--- config.mk ---
export PLATFORM = sky130hd
export DESIGN_NAME = screen_seq_ctl
export DESIGN_NICKNAME = d
export VERILOG_FILES = /design/src/rtl/screen_seq_ctl.sv
export SDC_FILE = /design/constraint.sdc
export NUM_CORES = 1
export LEC_CHECK = 0
export CAP_MARGIN = 20
export CORE_UTILIZATION = 50
export CTS_BUF_LIST = sky130_fd_sc_hd__clkbuf_8
export DETAILED_ROUTE_END_ITERATION = 7
export HOLD_SLACK_MARGIN = 0.15
export PLACE_DENSITY_LB_ADDON = 0.15
export SLEW_MARGIN = 5
export SYNTH_ARGS = -nofsm -noshare
export SYNTH_HDL_FRONTEND = slang
export SYNTH_SLANG_ARGS = --single-unit
--- constraint.sdc ---
create_clock -name clk -period 2.3 [get_ports clk]
set_input_delay 0.345 -clock clk [delete_from_list [all_inputs] [get_ports clk]]
set_output_delay 0.345 -clock clk [all_outputs]
set_load 0.05 [all_outputs]
--- src/rtl/screen_seq_ctl.sv ---
// Screen sequencer: picks start/play/end screen for the VGA mux and runs the game logic.
// Screens switch only on a vblnk rising edge, so a frame is never torn.
module screen_seq_ctl #(
   parameter int DEBOUNCE_CYCLES = 650000,
   parameter int END_HOLD_FRAMES = 300
) (
   input  logic       clk,
   input  logic       rst,
   input  logic       vblnk,
   input  logic       btn_start,
   input  logic       game_over,
   input  logic [1:0] result_in,
   output logic [1:0] screen_sel,
   output logic       game_en,
   output logic       game_rst,
   output logic [1:0] result
);

   localparam int DB_W  = (DEBOUNCE_CYCLES > 1) ? $clog2(DEBOUNCE_CYCLES) : 1;
   localparam int END_W = (END_HOLD_FRAMES > 1) ? $clog2(END_HOLD_FRAMES) : 1;
   localparam logic [DB_W-1:0]  DB_LAST  = DB_W'(DEBOUNCE_CYCLES - 1);
   localparam logic [END_W-1:0] END_LAST = END_W'(END_HOLD_FRAMES - 1);

   localparam logic [1:0] SEL_START = 2'd0;
   localparam logic [1:0] SEL_PLAY  = 2'd1;
   localparam logic [1:0] SEL_END   = 2'd2;

   typedef enum logic [2:0] {
      S_START,
      S_ARM_PLAY,
      S_PLAY,
      S_ARM_END,
      S_END
   } state_t;

   state_t           state;
   logic             btn_meta;
   logic             btn_sync;
   logic             btn_db;
   logic             btn_db_d;
   logic             vblnk_d;
   logic [DB_W-1:0]  db_cnt;
   logic [END_W-1:0] end_cnt;
   logic             start_evt;
   logic             frame_tick;

   // Button synchroniser, debounce and edge-detect registers; db_cnt tops out at DB_LAST.
   always_ff @(posedge clk or negedge rst) begin
      if (!rst) begin
         btn_meta <= 1'b0;
         btn_sync <= 1'b0;
         btn_db   <= 1'b0;
         btn_db_d <= 1'b0;
         vblnk_d  <= 1'b0;
         db_cnt   <= '0;
      end else begin
         btn_meta <= btn_start;
         btn_sync <= btn_meta;
         btn_db_d <= btn_db;
         vblnk_d  <= vblnk;
         if (btn_sync != btn_db) begin
            if (db_cnt == DB_LAST) begin
               btn_db <= btn_sync;
               db_cnt <= '0;
            end else begin
               db_cnt <= db_cnt + 1'b1;
            end
         end else begin
            db_cnt <= '0;
         end
      end
   end

   assign start_evt  = btn_db & ~btn_db_d;
   assign frame_tick = vblnk & ~vblnk_d;

   // Screen FSM; case order gives game_over priority in S_PLAY and start_evt priority in S_END.
   always_ff @(posedge clk or negedge rst) begin
      if (!rst) begin
         state      <= S_START;
         screen_sel <= SEL_START;
         game_en    <= 1'b0;
         game_rst   <= 1'b0;
         result     <= 2'd0;
         end_cnt    <= '0;
      end else begin
         game_rst <= 1'b0;
         case (state)
            S_START: begin
               if (start_evt) state <= S_ARM_PLAY;
            end
            S_ARM_PLAY: begin
               if (frame_tick) begin
                  state      <= S_PLAY;
                  screen_sel <= SEL_PLAY;
                  game_rst   <= 1'b1;
                  result     <= 2'd0;
               end
            end
            S_PLAY: begin
               if (game_over) begin
                  result  <= result_in;
                  game_en <= 1'b0;
                  state   <= S_ARM_END;
               end else begin
                  game_en <= 1'b1;
               end
            end
            S_ARM_END: begin
               if (frame_tick) begin
                  state      <= S_END;
                  screen_sel <= SEL_END;
                  end_cnt    <= '0;
               end
            end
            S_END: begin
               if (start_evt) begin
                  state <= S_ARM_PLAY;
               end else if (frame_tick) begin
                  if (end_cnt == END_LAST) begin
                     state      <= S_START;
                     screen_sel <= SEL_START;
                  end else begin
                     end_cnt <= end_cnt + 1'b1;
                  end
               end
            end
            default: begin
               state      <= S_START;
               screen_sel <= SEL_START;
               game_en    <= 1'b0;
            end
         endcase
      end
   end

endmodule

==> results of run 1 <==
[state kept, by name (all words and copies together) (netlist names), 2 cells and up]
| name | count |
|---|---|
| db_cnt | 20 |
| end_cnt | 9 |
| result | 2 |
| screen_sel | 2 |
| state | 3 |
[layout make-up]
class / instances / area, um2
Tap cell: 50 / 62.56
Clock buffer: 6 / 82.58
Fill cell: 362 / 1570
Timing Repair Buffer: 20 / 177.7
Inverter: 7 / 26.28
Sequential cell: 43 / 1076
Clock inverter: 2 / 35.03
Multi-Input combinational cell: 152 / 998.5
[Yosys cell counts, types with 5 or more instances]
master | count | share of area
dfrtp_1 | 43 | 0.51
nor2_1 | 24 | 0.042
nand2_1 | 14 | 0.025
nand3_1 | 11 | 0.026
xnor2_1 | 10 | 0.041
a21oi_1 | 9 | 0.021
inv_1 | 7 | 0.012
nand3b_1 | 6 | 0.021
nor3_1 | 6 | 0.014
and3_1 | 5 | 0.015
[cell usage in the layout, fill, tap and decap left out, drive strengths merged, types with 2 or more instances in the layout]
cell / count
nand3b: 6
nand2: 14
clkbuf: 6
buf: 8
dfrtp: 43
or4: 3
a21o: 2
and3: 5
a21oi: 9
xor2: 3
o21ai: 7
nor4: 5
ha: 2
inv: 7
nor3b: 5
a221o: 3
and2: 3
nand4: 4
nor2b: 3
a21boi: 3
nor3: 6
or2: 2
nand3: 11
a2bb2oi: 2
nor2: 24
clkdlybuf4s50: 11
mux2: 3
xnor2: 10
o31ai: 2
mux2i: 2
nand2b: 4
[per-layer routing]
layer  up-vias  share of wire  GRT usage
met2        16           0.52     0.3875
met5         -              0          0
met3         7          0.027    0.06081
met4         0          0.013    0.09840
met1       812           0.44     0.2538
li1        786              -          -
[power by group]
group	switching (mW)	internal (mW)
sequential	0.112	0.845
clock	0.259	0.351
combinational	0.308	0.218
[worst max-delay path by stage]
stage,cells after the start,end,from,slack (ps)
floorplan,5,end_cnt[2],end_cnt[6],540
global placement,5,end_cnt[7],vblnk,210
detailed placement,5,end_cnt[7],vblnk,140
CTS,5,end_cnt[6],end_cnt[6],400
global route,5,end_cnt[0],end_cnt[6],260
finish,5,end_cnt[6],end_cnt[4],410
[repair_timing]
action | 4_1_cts | 5_1_grt
endpoints found under the hold margin | 11 | 0
gates resized for setup | 0 | 0
hold buffers | 1 | 0
[cells by family (layout without fill, tap and decap cells)]
logic type,Yosys count,after routing,share of synthesized area
XOR/XNOR,13,13,0.05356
adder cells (fa/ha/maj),2,2,0.01177
AND/OR/NAND/NOR,97,97,0.2613
buffers and inverters,11,35,0.02413
flip-flops,43,43,0.5062
multiplexers,5,5,0.02531
AO/OA/AOI/OAI,35,35,0.1177
[critical path: cells and delay by family, from the launching register on]
kind                   cells  cell delay [ps]
AND/OR/NAND/NOR            1              540
buffers and inverters      1              220
AO/OA/AOI/OAI              3              620
flip-flops                 1              440
==> impl_metrics.csv, run 1 <==
group,metric,value,unit
worst_setup_path,reg2regPathDepth,5,
clock_tree,insertion_delay,300,ps
worst_setup_path,worstPathArrival,2110,ps
die,num_rows,23,
die,die_y,67.21,um
final_layout,diodes,0,
synth,ys.warnings.count,0,
pwr,p_leak,1.037,nW
place,pre_cts_slack,143.5,ps
worst_setup_path,cp_slowest_cell,"or4_4",
clock_tree,cts_tree,"yes",
pwr,irDropWorstVdd,0.4504,mV
place,portBuffers,12,
clock_tree,postCtsSetupRepairBufs,0,
clock_tree,clk_pin_slew_worst_paths,80,ps
synth,ys_seq_elements,43,
clock_tree,clock-sinks,43,
clock_tree,root_buffer,"clkbuf_8",
die,core-area,4029,um2
sta,final.setup.tns,0,ps
run_status,status,"finished, final reports clean",
die,start_util,0.5276,
place,placed_cell_area,2331,um2
synth,synth_edf_count,0,
worst_setup_path,endpoint_kind,"flop",
pwr,totalPowerFinal,2.095,mW
synth,synth_fp_nets,215,
sta,min_period,1895,ps
sta,rsz0062_at_grt,"false",
worst_setup_path,regToRegSetupSlack,410,ps
routing,drt_iter0_drc,104,
synth,syn_area,2126,um2
worst_setup_path,critical_path_class,"reg2reg",
hold_path,whs_endpoint,"btn_sync",
routing,viasPerCell,5.789,
sta,fmax,527.7,MHz
routing,num_vias,1621,
synth,ys_async_sr_fraction,1.000,
die,die_w,67.21,um
hold_path,hp-class,"reg2reg",
synth,synthFlopType,"dfrtp_1",
grt,antenna_found_initial,0,
place,gp_congestion,0.8579,
synth,synth_cells,206,
sta,holdWs,367.3,ps
synth,yosysSeqAreaShare,0.5062,
sta,worst_pin_slew,547.5,ps
final_layout,stdcell_area,2459,um2
routing,ant_nets,0,
final_layout,drive_gt1_frac,0.1261,
worst_setup_path,cp_cell_sequence,"or4_4 -> o2111ai_2 -> buf_4 -> o21ai_2 -> a2bb2oi_1",
routing,wl_per_cell,15.13,um
clock_tree,cts_buffers,5,
worst_setup_path,worstReg2RegEnd,"end_cnt[6]",
sta,fin_ws,405.0,ps
worst_setup_path,regToRegStartpoint,"end_cnt[4]",
routing,first_pass_iters,4,
final_layout,nets,238,
clock_tree,clk_path_buf_depth,2,
clock_tree,htree_levels,2,
die,dieArea,4517,um2
routing,drt-total-wl,4237,um
worst_setup_path,cp-start-kind,"flop",
sta,finalHoldViolCount,0,
final_layout,area_growth_syn_to_layout,15.66,%
sta,setup_violations,0,
flow_run,drv_cap,0,
pwr,power_density,852.0,nW/um2
synth,ys_types,47,
final_layout,finalNonFillerCells,280,
worst_setup_path,cp.required,2520,ps
synth,avgSynthCellArea,10.32,um2
worst_setup_path,cpPeakStageDelay,540,ps
grt,grt_overflow_total,0,
hold_path,hp-start,"btn_meta",
hold_path,worstHoldPathCells,0,
worst_setup_path,cp_max_fo,8,
grt,grt_pass1_wl,7396,um
sta,finClkSkew,8.500,ps
grt,grt_max_degree,33,
sta,maxSlewViolCount,0,
die,pin_count,13,
place,dpl.hpwl,3102,um
final_layout,fin_util,0.6102,
place,dpl.cell_count,271,
grt,grt_pass1_vias,1632,
routing,drcViolationCount,0,
sta,finalCritPeriodShare,0.8239,
sta,timing.max_slew.rel_slack,0.6320,
grt,grt.total_usage,0.2227,
No activity file was read; power rests on OpenSTA's default activity.
==> run 2: changes to the inputs <==
==> constraint.sdc (replaced) <==
create_clock -name clk -period 1.7 [get_ports clk]
set_input_delay 0.255 -clock clk [delete_from_list [all_inputs] [get_ports clk]]
set_output_delay 0.255 -clock clk [all_outputs]
set_load 0.05 [all_outputs]
==> run 2 against run 1 <==
Compared with the run above:
- the flow now finishes with violations (negative setup slack)
- total power grew 30%
- via count is 1.7% higher
- clock skew grew 0.58 ps
- fmax is 5.6% higher
- cell count up 8.2%
- sequential cell count unchanged
- combinational power up 65%
- cell area grew 8.1%
- non-clock buffer count is 23 higher
- critical path depth unchanged
==> impl_metrics.csv, run 2 (synthesis gave the netlist of run 1 again) <==
group,metric,value,unit
grt,grt_pass1_vias,1682,
routing,num_vias,1648,
grt,antenna_found_initial,0,
place,gp_congestion,0.8232,
routing,drcViolationCount,0,
sta,maxSlewViolCount,0,
sta,setup_violations,6,
final_layout,diodes,0,
routing,drt_iter0_drc,132,
worst_setup_path,critical_path_class,"reg2reg",
sta,finClkSkew,9.080,ps
run_status,status,"complete, but fails checks",
routing,ant_nets,0,
final_layout,drive_gt1_frac,0.2609,
pwr,power_density,1024,nW/um2
place,portBuffers,12,
run_status,violations,"negative setup slack",
sta,fin_ws,-94.91,ps
hold_path,hp-class,"reg2reg",
final_layout,layout_common_cells,"43 x dfrtp_1, 32 x buf_4, 23 x nor2_1",
routing,drt-total-wl,4348,um
sta,finalHoldViolCount,0,
flow_run,drv_cap,0,
place,dpl.hpwl,3169,um
final_layout,top_regs,"db_cnt: 20 flops, end_cnt: 9 flops, state: 3 flops",
clock_tree,clk_path_buf_depth,2,
routing,first_pass_iters,4,
grt,grt_max_degree,28,
die,die_y,67.21,um
grt,grt_overflow_total,0,
clock_tree,cts_buffers,5,
pwr,irDropWorstVdd,0.4839,mV
sta,rsz0062_at_grt,"true",
clock_tree,clk_pin_slew_worst_paths,80,ps
sta,final.setup.tns,-308.5,ps
final_layout,nets,261,
sta,finalCritPeriodShare,1.056,
die,start_util,0.5276,
sta,worst_pin_slew,585.7,ps
clock_tree,cts_tree,"yes",
final_layout,final_common_cell,"dfrtp_1",
routing,wl_per_cell,14.35,um
routing,viasPerCell,5.439,
worst_setup_path,endpoint_kind,"flop",
worst_setup_path,cp.required,1880,ps
sta,fmax,557.1,MHz
worst_setup_path,cp_max_fo,8,
clock_tree,htree_levels,2,
pwr,p_leak,1.167,nW
worst_setup_path,cp-start-kind,"flop",
die,dieArea,4517,um2
clock_tree,clock-sinks,43,
worst_setup_path,worstPathArrival,1980,ps
die,core-area,4029,um2
final_layout,area_growth_syn_to_layout,25.01,%
final_layout,fin_util,0.6596,
die,die_w,67.21,um
clock_tree,insertion_delay,290,ps
die,pin_count,13,
sta,min_period,1795,ps
grt,grt_pass1_wl,7327,um
final_layout,regMostFlops,"db_cnt",
die,num_rows,23,
grt,grt.total_usage,0.2202,
clock_tree,root_buffer,"clkbuf_8",
final_layout,largest_register_ffs,20,
sta,timing.max_slew.rel_slack,0.6096,
run 2: cell types whose count changed in the layout (fill, tap and decap cells not counted), sizes merged:
cell,change
bufinv,-1
clkbuf,-1
clkdlybuf4s50,-6
buf,+29
inv,+2
run 2: layout make-up:
cell class / count / area [um2]
Fill cell: 326 / 1371
Sequential cell: 43 / 1076
Clock buffer: 5 / 68.82
Multi-Input combinational cell: 152 / 1061
Timing Repair Buffer: 43 / 350.3
Clock inverter: 3 / 12.51
Inverter: 7 / 26.28
Tap cell: 50 / 62.56
run 2: timing repair:
item                       in CTS  in global routing
buffers inserted                1                  5
pin swaps                       1                  8
hold buffers                    1                  0
setup endpoints to repair       7                 28
hold endpoints to repair       25                  0
gates resized for setup         7                  9
run 2: metal layers:
| metal | share of wire | track usage | vias up | routed length (um) |
|---|---|---|---|---|
| li1 | - | - | 825 | - |
| met1 | 0.44 | 0.2552 | 800 | 1922 |
| met2 | 0.53 | 0.3900 | 21 | 2298 |
| met3 | 0.024 | 0.05574 | 2 | 106 |
| met4 | 0.0048 | 0.07979 | 0 | 21 |
| met5 | 0 | 0 | - | 0 |
run 2: path summary, 6_finish.rpt:
check	endpoint	slack, ps	depth (start not counted)	start
max reg2reg	end_cnt[2]	-90	5	end_cnt[7]
max	end_cnt[2]	-90	5	end_cnt[7]
min reg2reg	btn_sync	350	0	btn_meta
max in group asynchronous	result[0]	620	3	rst
min in group asynchronous	db_cnt[16]	490	2	rst
min	btn_sync	350	0	btn_meta
run 2: report_power, final:
part	switching, mW	internal [mW]	total, mW
registers	0.103	1.14	1.25
logic	0.500	0.369	0.870
clock network	0.329	0.276	0.605
total	0.932	1.79	2.72
run 2: critical path: stages (launching register included):
cell and delay [ps]:
dfrtp_1 390, or4_4 560, o2111ai_4 270, buf_6 170
nor3b_2 40, a221o_1 250
run 2: stage by stage:
stage	instances	setup slack, ps	hold WS, ps	area (um2)	total power, mW
2_1_floorplan	206	-13.64	-40.59	2146	1.789
3_3_place_gp	288	-218.1	277.1	2460	2.062
3_5_place_dp	288	-238.6	289.0	2460	2.093
4_1_cts	298	-92.06	354.8	2580	2.716
5_1_grt	303	-156.5	371.0	2658	2.873
6_report	303	-94.91	352.1	2658	2.723
